<file path="src/rtl/scenario_sequencer.sv">
`default_nettype none
// ============================================================================
// Module   : scenario_sequencer
// Brief    : Arms on start and waits for a trigger (optionally phase-aligned),
//            then emits a delayed trigger pulse and an optional detonation pulse.
// Revision : 1.0
// ============================================================================
module scenario_sequencer #(
    parameter int CW = 32,
    parameter int PW = 16
) (
    input  logic          clock,
    input  logic          reset_n,
    input  logic [7:0]    scen_sel,
    input  logic          scen_start,
    input  logic          scen_abort,
    input  logic          input_trigger,
    input  logic          phase_ref,
    input  logic [CW-1:0] trig_delay,
    input  logic [CW-1:0] det_delay,
    input  logic [PW-1:0] pulse_len,
    output logic          output_trigger,
    output logic          detonation_signal,
    output logic [7:0]    scenario_state,
    output logic [CW-1:0] counter_out,
    output logic          busy,
    output logic          error
);

    localparam logic [3:0] S_IDLE       = 4'd0;
    localparam logic [3:0] S_WAIT_TRIG  = 4'd1;
    localparam logic [3:0] S_WAIT_PHASE = 4'd2;
    localparam logic [3:0] S_DELAY_TRIG = 4'd3;
    localparam logic [3:0] S_PULSE_TRIG = 4'd4;
    localparam logic [3:0] S_DELAY_DET  = 4'd5;
    localparam logic [3:0] S_PULSE_DET  = 4'd6;
    localparam logic [3:0] S_DONE       = 4'd7;
    localparam logic [3:0] S_ERROR      = 4'd8;

    logic [3:0]    r_state;
    logic [3:0]    w_next_state;
    logic [CW-1:0] r_count;
    logic [CW-1:0] w_next_count;
    logic          w_timed;

    logic          r_is_phase;
    logic          r_is_cal;
    logic [CW-1:0] r_trig_delay;
    logic [CW-1:0] r_det_delay;
    logic [PW-1:0] r_len_m1;
    logic [CW-1:0] w_len_term;

    logic          r_trig_prev;
    logic          r_phase_prev;
    logic          w_trig_rise;
    logic          w_phase_rise;
    logic          w_start_ok;

    logic          w_out_trig;
    logic          w_out_det;
    logic          w_out_busy;
    logic          w_out_err;
    logic [7:0]    w_out_state;
    logic          r_out_trig;
    logic          r_out_det;
    logic          r_out_busy;
    logic          r_out_err;
    logic [7:0]    r_out_state;

    // Pulse terminal count is kept as length-1 so zero and one behave the same.
    generate
        if (CW > PW) begin : g_len_pad
            assign w_len_term = {{(CW-PW){1'b0}}, r_len_m1};
        end else begin : g_len_trunc
            assign w_len_term = r_len_m1[CW-1:0];
        end
    endgenerate

    assign w_trig_rise  = input_trigger & ~r_trig_prev;
    assign w_phase_rise = phase_ref & ~r_phase_prev;
    assign w_start_ok   = (r_state == S_IDLE) & scen_start & ~scen_abort;

    // Edge-detect history resets high so a level already present at arm time is not an edge.
    always_ff @(posedge clock or negedge reset_n) begin
        if (!reset_n) begin
            r_trig_prev  <= 1'b1;
            r_phase_prev <= 1'b1;
        end else begin
            r_trig_prev  <= input_trigger;
            r_phase_prev <= phase_ref;
        end
    end

    always_ff @(posedge clock or negedge reset_n) begin
        if (!reset_n) begin
            r_is_phase   <= 1'b0;
            r_is_cal     <= 1'b0;
            r_trig_delay <= '0;
            r_det_delay  <= '0;
            r_len_m1     <= '0;
        end else if (w_start_ok) begin
            r_is_phase   <= scen_sel[0];
            r_is_cal     <= scen_sel[1];
            r_trig_delay <= trig_delay;
            r_det_delay  <= det_delay;
            r_len_m1     <= (pulse_len == '0) ? '0 : pulse_len - PW'(1);
        end
    end

    // State register (outputs are registered from the next-state decode).
    always_ff @(posedge clock or negedge reset_n) begin
        if (!reset_n) begin
            r_state     <= S_IDLE;
            r_count     <= '0;
            r_out_trig  <= 1'b0;
            r_out_det   <= 1'b0;
            r_out_busy  <= 1'b0;
            r_out_err   <= 1'b0;
            r_out_state <= 8'd0;
        end else begin
            r_state     <= w_next_state;
            r_count     <= w_next_count;
            r_out_trig  <= w_out_trig;
            r_out_det   <= w_out_det;
            r_out_busy  <= w_out_busy;
            r_out_err   <= w_out_err;
            r_out_state <= w_out_state;
        end
    end

    always_comb begin
        w_next_state = r_state;
        case (r_state)
            S_IDLE: begin
                if (scen_start) begin
                    w_next_state = (scen_sel > 8'd3) ? S_ERROR : S_WAIT_TRIG;
                end
            end
            S_WAIT_TRIG: begin
                if (w_trig_rise) begin
                    w_next_state = r_is_phase ? S_WAIT_PHASE : S_DELAY_TRIG;
                end
            end
            S_WAIT_PHASE: begin
                if (w_phase_rise) w_next_state = S_DELAY_TRIG;
            end
            S_DELAY_TRIG: begin
                if (r_count == r_trig_delay) w_next_state = S_PULSE_TRIG;
            end
            S_PULSE_TRIG: begin
                if (r_count == w_len_term) w_next_state = S_DELAY_DET;
            end
            S_DELAY_DET: begin
                if (r_count == r_det_delay) w_next_state = S_PULSE_DET;
            end
            S_PULSE_DET: begin
                if (r_count == w_len_term) w_next_state = S_DONE;
            end
            S_DONE:  w_next_state = S_IDLE;
            S_ERROR: w_next_state = S_ERROR;
            default: w_next_state = S_IDLE;
        endcase
        if (scen_abort) w_next_state = S_IDLE;
    end

    // Counter restarts at 0 on every state change; it never wraps because each
    // timed state leaves exactly at its terminal count.
    always_comb begin
        w_timed      = (r_state == S_DELAY_TRIG) || (r_state == S_PULSE_TRIG) ||
                       (r_state == S_DELAY_DET)  || (r_state == S_PULSE_DET);
        w_next_count = '0;
        if (w_timed && (w_next_state == r_state)) begin
            w_next_count = r_count + CW'(1);
        end
    end

    always_comb begin
        w_out_trig  = (w_next_state == S_PULSE_TRIG);
        w_out_det   = (w_next_state == S_PULSE_DET) && !r_is_cal;
        w_out_busy  = (w_next_state != S_IDLE);
        w_out_err   = (w_next_state == S_ERROR);
        w_out_state = {4'd0, w_next_state};
    end

    assign output_trigger    = r_out_trig;
    assign detonation_signal = r_out_det;
    assign busy              = r_out_busy;
    assign error             = r_out_err;
    assign scenario_state    = r_out_state;
    assign counter_out       = r_count;

endmodule
`default_nettype wire

</file>
<file path="config.mk">
export PLATFORM = sky130hd
export DESIGN_NAME = scenario_sequencer
export DESIGN_NICKNAME = d
export VERILOG_FILES = /design/src/rtl/scenario_sequencer.sv
export SDC_FILE = /design/constraint.sdc
export NUM_CORES = 1
export LEC_CHECK = 0
export CORE_MARGIN = 2
export CORE_UTILIZATION = 52
export DETAILED_ROUTE_END_ITERATION = 7
export HOLD_SLACK_MARGIN = 0.15
export PLACE_DENSITY_LB_ADDON = 0.08
export SYNTH_ARGS = -nofsm -noshare
export SYNTH_HDL_FRONTEND = slang
export SYNTH_SLANG_ARGS = --single-unit
</file>
<file path="constraint.sdc">
create_clock -name clock -period 2.22 [get_ports clock]
set_input_delay 0.222 -clock clock [delete_from_list [all_inputs] [get_ports clock]]
set_output_delay 0.222 -clock clock [all_outputs]
set_load 0.02 [all_outputs]
</file>
==> summary.md <==
| Metric | Value |
|---|---|
| Clock root buffer | clkbuf_16 |
| Commonest non-fill, non-tap cell in the layout | clkdlybuf4s50_1 |
| Pleak | 3.85 nW |
| Worst r2r src | counter_out[0]$_DFF_PN0_ |
| Wire length of the first global-routing pass | 27.2 mm |
| Max incr delay on CP | 0.62 ns |
| Post-synthesis register bit count | 124 |
| Hold_sp | phase_ref |
| Metal-1 WL | 7.95 mm |
| Ant diodes | 0 |
| Kind of end point of the critical path | flip-flop |
| Worst R2R Path Depth | 8 |
| Cells after Synth | 591 |
| Max Fclk | 449 MHz |
| TritonCTS Buffers | 17 |
| Clock sink count | 124 |
| Clock Tree Buf Depth | 2 |
| Status | finished, violations left |
| Unrepaired setup endpoints after global routing | true |
| Total core area | 12600 sq um |
| Final core occ | 74.2% |
| CTS tree | yes |
| Final hold vios | 0 |
| Dpl ws | -0.0888 ns |
| Crit start category | flip-flop |
| RD Place Congestion | 0.931 |
| Crit path DAT | 2.53 ns |
| Mean Syn Cell Area | 11.3 sq um |
| Post-synth EDFFs | 0 |
| Hold EP | r_phase_prev$_DFF_PN1_ |
| Initial Utilization | 52.9% |
| Initial antenna violation count | 0 |
| Crit path kind | reg2reg |
| Final setup fails | 1 |
| Commonest cells after routing, fill and taps aside | 132 x clkdlybuf4s50_1, 113 x dfrtp_1, 66 x mux2_2 |
| VDD IR-drop max | 563 uV |
| PD cells | 714 nW/um^2 |
| Async S/R FF share, synth | 100% |
| Biggest area consumer among synthesized cells | dfrtp_1 |
| Die Height | 117 um |
| Vias | 5131 |
| Vias in the first global route | 5105 |
| GR Overflow Total | 0 |
| WHS Path Cells | 1 |
| Critical Path RT | 2.52 ns |
| Synth area leaders | dfrtp_1 46%, mux2_2 11%, xnor2_1 9.1% |
| Synthesis-to-finish area growth | 40.2% |
| Max-cap violations | 0 |
| Top Metal Used | met4 |
| Worst slew pin tran | 0.521 ns |
| Largest net degree at the start of global routing | 65 |
| IO Pins | 138 |
| Wire length on met3 | 932 um |
| DPL Wire Length | 13.3 mm |
| Number of remaining DRC errors | 0 |
| H-tree depth | 4 |
| Fin Clk Skew | 0.0126 ns |
| Dominant synthesized flop cell | dfrtp_1 |
| Crit share post-route | 100% |
| Port Buf Inserts | 133 |
| Failing checks | negative setup slack |
| Drt initial violations | 304 |
| DR pass1 iterations | 5 |
| Final WS setup | -0.00610 ns |
| Reg2Reg Setup Slack | -0.006 ns |
| Seq/Total Area, Yosys | 46.7% |
| Max-slew headroom | 65.3% |
| CP max stage cell | or4_4 |
| Final net count | 866 |
| Hold/Removal Path Class | in2reg |
| Crit-path cells | buf_4 -> ha_1 -> nand3_1 -> or4_4 -> nor3_2 -> nand2_1 -> xor2_1 -> a21oi_2 |
| Met2 WL post-DR | 9.10 mm |
| Die area | 13700 sq um |
| CP bufs+invs | 1 |
| CP Max Fanout | 4 |
| Clock Pin Slew Worst Setup and Hold Paths | 0.05 ns |
| Synth Cell Area | 6650 sq um |
| Clock Latency Late Sink | 0.43 ns |
| GRT Total Usage | 27.0% |
| Drt wl/cell | 19.3 um |
| Fin crit period | 2.23 ns |
| Synth top area share | 45.9% |
| Antenna Nets Post-Route | 0 |
| Distinct cells, synth | 56 |
| Ys Warns | 0 |
| Worst path top cell family by delay | simple AND/OR/NAND/NOR gates |
| Dpl cells | 909 |
| DRT Wirelength | 18.4 mm |
| Die width | 117 um |
| # rows | 41 |
| Finished Layout Cells | 955 |
| Share of layout cells above drive strength 1 | 28.7% |
| Fill count | 893 |
| R2R Path End | counter_out[28]$_DFF_PN0_ |
| Fin. max-slew vios | 0 |
| Via/cell ratio | 5.37 |
-- cells in the mapped netlist, types with 3 or more instances --
cell and instances:
a21oi_1 36, and3_1 3, and4_1 3, buf_2 20, buf_4 10, buf_6 13
clkbuf_1 9, dfrtp_1 122, inv_1 8, mux2_2 66, nand2_1 35, nand3_1 14
nand3b_1 3, nand4_1 18, nor2_1 20, nor2b_1 3, nor3_1 9, nor4_1 19
nor4_2 3, o21ai_0 17, xnor2_1 69, xnor2_2 3, xor2_1 50
-- where the power goes --
group / internal, mW / switching, mW
Clock: 1.80 / 1.04
Sequential: 2.56 / 0.269
Combinational: 0.602 / 0.395
-- cell families (layout without fill, tap and decap cells) --
kind of cell | Yosys count | count (layout) | synth area share, %
xor+xnor | 123 | 123 | 16.8
fa+ha+maj | 2 | 2 | 0.376
mux | 66 | 66 | 11.2
other cells | 1 | 4 | 0.0564
simple gates | 150 | 150 | 13.4
flops | 124 | 124 | 46.7
compound gates | 65 | 65 | 5.70
buf+inv | 60 | 249 | 5.79
-- layer usage --
metal  global-route usage (%)  vias up
li1                         -     2392
met1                     36.5     2527
met2                     42.7      181
met3                     5.56       31
met4                     11.3        0
met5                        0        -
-- flip-flops by register name, summed over array words and instances, names as in the netlist --
name               flops
counter_out           32
r_det_delay           32
r_trig_delay          32
r_len_m1              16
scenario_state         4
busy                   1
detonation_signal      1
error                  1
output_trigger         1
r_is_cal               1
r_is_phase             1
r_phase_prev           1
r_trig_prev            1
-- how the worst max path moves through the flow --
stage,startpoint,end,slack [ns],cells past startpoint
after global routing,counter_out[11]$_DFF_PN0_,counter_out[5]$_DFF_PN0_,-0.06,10
after global placement,counter_out[13]$_DFF_PN0_,counter_out[1]$_DFF_PN0_,-0.07,7
after detailed placement,counter_out[13]$_DFF_PN0_,counter_out[1]$_DFF_PN0_,-0.09,7
after floorplan,counter_out[1]$_DFF_PN0_,counter_out[28]$_DFF_PN0_,0.08,8
final,counter_out[0]$_DFF_PN0_,counter_out[28]$_DFF_PN0_,-0.006,8
after CTS,counter_out[13]$_DFF_PN0_,detonation_signal$_DFF_PN0_,0.008,8
-- area by class of cell --
cell class	count	area (sq um)	area share [%]
timing repair buffer	209	2050	21.9
multi-input combinational	410	3310	35.5
inverter	8	30.0	0.322
clock buffer	19	443	4.75
sequential	124	3120	33.4
clock inverter	13	169	1.81
tap	172	215	2.31
-- metrics by stage --
stage	hold WS [ns]	TNS [ns]	area (sq um)	power [mW]
3_5_place_dp	0.145	-1.90	8420	3.81
2_1_floorplan	-0.0736	0	6660	3.35
5_1_grt	0.235	-1.33	9330	6.92
4_1_cts	0.222	0	9080	6.67
6_report	0.236	-0.00610	9330	6.66
3_3_place_gp	0.147	-0.977	8420	3.78
-- what timing repair did --
item,4_1_cts,5_1_grt
pin swaps,0,9
endpoints found under the hold margin,82,0
hold buffers,1,0
cloned,0,3
resized for setup,9,25
setup buffers,0,10
endpoints found under the setup margin,31,35
(Power assumes the default switching activity.)
==> RTL edit, RTL diff (same settings) <==
Make the reset (`reset_n`) synchronous in 3 clocked blocks.
--- a/src/rtl/scenario_sequencer.sv
+++ b/src/rtl/scenario_sequencer.sv
@@ -83,3 +83,3 @@
     // Edge-detect history resets high so a level already present at arm time is not an edge.
-    always_ff @(posedge clock or negedge reset_n) begin
+    always_ff @(posedge clock) begin
         if (!reset_n) begin
@@ -93,3 +93,3 @@
 
-    always_ff @(posedge clock or negedge reset_n) begin
+    always_ff @(posedge clock) begin
         if (!reset_n) begin
@@ -110,3 +110,3 @@
     // State register (outputs are registered from the next-state decode).
-    always_ff @(posedge clock or negedge reset_n) begin
+    always_ff @(posedge clock) begin
         if (!reset_n) begin
Formal check against the unedited RTL: differs if reset_n is asserted again (counterexample within 4 cycles, from zero or initial values and one cycle with reset_n low); with reset_n held inactive, the same outputs for 10 cycles.
==> RTL edit against the original RTL <==
The flow still finishes with violations (setup timing). Synthesized area is 0.83% lower. First-iteration DRC count is 83% higher. Worst hold slack better by 96 ps. Largest cell class unchanged. Power is 16% lower. Wire length is 24% higher. Clock power is 7.4% lower. Synthesized cell count is 38% higher. Cell area is 4.2% higher. Worst setup slack worse by 300 ps. Sequential cell count stayed put. Die area is 0.80% lower.
==> RTL edit: results (changes against the original RTL) <==
stage;metric;value;unit;change
status;run_status;complete, but fails checks;;
synth;post_synth.cell_area_avg;8.07;um^2;-28%
sta;timing.final.ws_setup;-305;ps;-298 ps
hold_path;holdCritPathClass;input port to flop;;
clocking;cts_buffers;17;;unchanged
clocking;path_clk_slew;60;ps;
synth;synth_top_cells_by_count;157 x sky130_fd_sc_hd__nand2_1, 124 x sky130_fd_sc_hd__dfxtp_1, 95 x sky130_fd_sc_hd__xor2_1, 72 x sky130_fd_sc_hd__a21oi_1, 43 x sky130_fd_sc_hd__clkbuf_1;;
sta;finClkSkew;9.99;ps;-2.63 ps
grt;number_of_antenna_violations_at_the_first_check_in_global_routing;0;;unchanged
run;cap_violations;0;;unchanged
grt;grt_pass1_wl;34500;um;+27%
grt;first_global_vias;6472;;+27%
worst_setup_path;delay_heaviest_family_cp;compound AO/OA/AOI/OAI gates;;
sta;worst_slew_pin_slew;909;ps;+389 ps
sta;setup_violations;35;;+34
worst_setup_path;crit_arrival;2840;ps;+310 ps
routing;dr.pass1.iters;5;;unchanged
synth;synth_sequential_area_ratio;0.376;;-0.0905
routing;vias_per_cell;5.61;;+4.5%
clocking;cts.htree.levels;4;;unchanged
grt;overall_track_demand_over_capacity_in_global_routing;0.342;;+0.0718
clocking;root_buffer;sky130_fd_sc_hd__clkbuf_16;;
final_layout;fraction_of_layout_instances_using_a_drive_strength_above_1;0.221;;-0.0668
sta;report.final.hold_viol_count;0;;unchanged
place;place_inst;1150;;+27%
final_layout;fillers;923;;+3.4%
power;netSwitchingFraction;0.270;;+0.0150
final_layout;antenna_cells;0;;unchanged
routing;wirelength_per_cell;19.2;um;-0.52%
synth;synth_top_cells_by_area;sky130_fd_sc_hd__dfxtp_1 38%, sky130_fd_sc_hd__xor2_1 13%, sky130_fd_sc_hd__nand2_1 8.9%;;
synth;yosysTopAreaCell;sky130_fd_sc_hd__dfxtp_1;;
power;leakage;4.16;nW;+8.1%
status;violations;setup timing;;
clocking;ctsLongestPathBuffers;2;;unchanged
routing;routed-via-count;6691;;+30%
final_layout;nets;1103;;+27%
clocking;worst_skew_pair.late_latency;430;ps;about the same
synth;async_flop_share;0;;-1.00
sta;tns;-7060;ps;-7050 ps
worst_setup_path;worst_path_max_delay_cell;sky130_fd_sc_hd__dfxtp_2;;
place;routabilityCongestion;1.03;;+11%
power;irDropWorstVdd;0.519;mV;-7.8%
place;placement.io_buffers;133;;unchanged
synth;ys.warnings.count;0;;unchanged
routing;drt_iter0_drcs;557;;+83%
worst_setup_path;cp_slowest_stage_delay;360;ps;-260 ps
synth;synth.lib_cells_used.distinct;54;;-3.6%
place;hpwlAfterDp;16900;um;+27%
grt;grt_start_max_net_pins;87;;+34%
worst_setup_path;timing.critical_path.fanout_max;5;;+1
[RTL edit: worst paths after layout]
path,start,to,slack [ps],cells past startpoint
worst min-delay path,trig_delay[27],r_trig_delay[27]$_SDFFE_PN0P_,330,3
worst max register to register,counter_out[14]$_SDFF_PN0_,counter_out[13]$_SDFF_PN0_,-300,8
worst min register to register,r_det_delay[0]$_SDFFE_PN0P_,r_det_delay[0]$_SDFFE_PN0P_,470,2
worst max-delay path,counter_out[14]$_SDFF_PN0_,counter_out[13]$_SDFF_PN0_,-300,8
[RTL edit: area by class of cell]
class | count | area share
clock buffer | 17 | 0.0438
tap | 172 | 0.0221
inverter | 11 | 0.00425
sequential | 124 | 0.260
multi-input combinational | 609 | 0.417
timing repair buffer | 244 | 0.239
clock inverter | 15 | 0.0135
[RTL edit: power by group through the flow]
stage                     registers, mW  clock network (mW)  logic (mW)
after floorplan                    2.39                   0       0.279
after global placement             2.41                   0       0.554
after detailed placement           2.41                   0       0.565
after global routing               2.36                2.74       0.670
final                              2.36                2.63       0.615
after CTS                          2.36                2.65       0.586
[RTL edit: logic make-up (layout without fill, tap and decap cells)]
group | after synthesis | in the layout | share of synthesized area
simple gates | 348 | 348 | 0.257
flops | 124 | 124 | 0.376
xor+xnor | 123 | 123 | 0.163
compound gates | 115 | 115 | 0.110
buf+inv | 88 | 287 | 0.0626
mux | 17 | 17 | 0.0269
fa+ha+maj | 2 | 2 | 0.00379
other cells | 1 | 4 | 0.000568
[RTL edit: timing repair]
action / 4_1_cts / 5_1_grt
endpoints found under the setup margin: 36 / 50
pin swaps: 4 / 19
buffers inserted: 4 / 4
gates resized for setup: 16 / 47
cloned: 0 / 2
[RTL edit: worst min-delay path, stage by stage]
cell	delay (ps)
sky130_fd_sc_hd__clkdlybuf4s50_1	390
sky130_fd_sc_hd__nand2_1	50
sky130_fd_sc_hd__a21oi_1	50
[RTL edit: layer usage]
metal,share of wire,track usage
met5,0,0
met4,0.055,0.219
met3,0.080,0.0799
met2,0.47,0.559
met1,0.40,0.404
[RTL edit: per-stage QoR]
step / instance area (um^2) / setup WS [ps]
floorplan: 6710 / -159
detailed placement: 8690 / -489
global placement: 8690 / -505
CTS: 9350 / -208
finish: 9720 / -305
global route: 9720 / -350
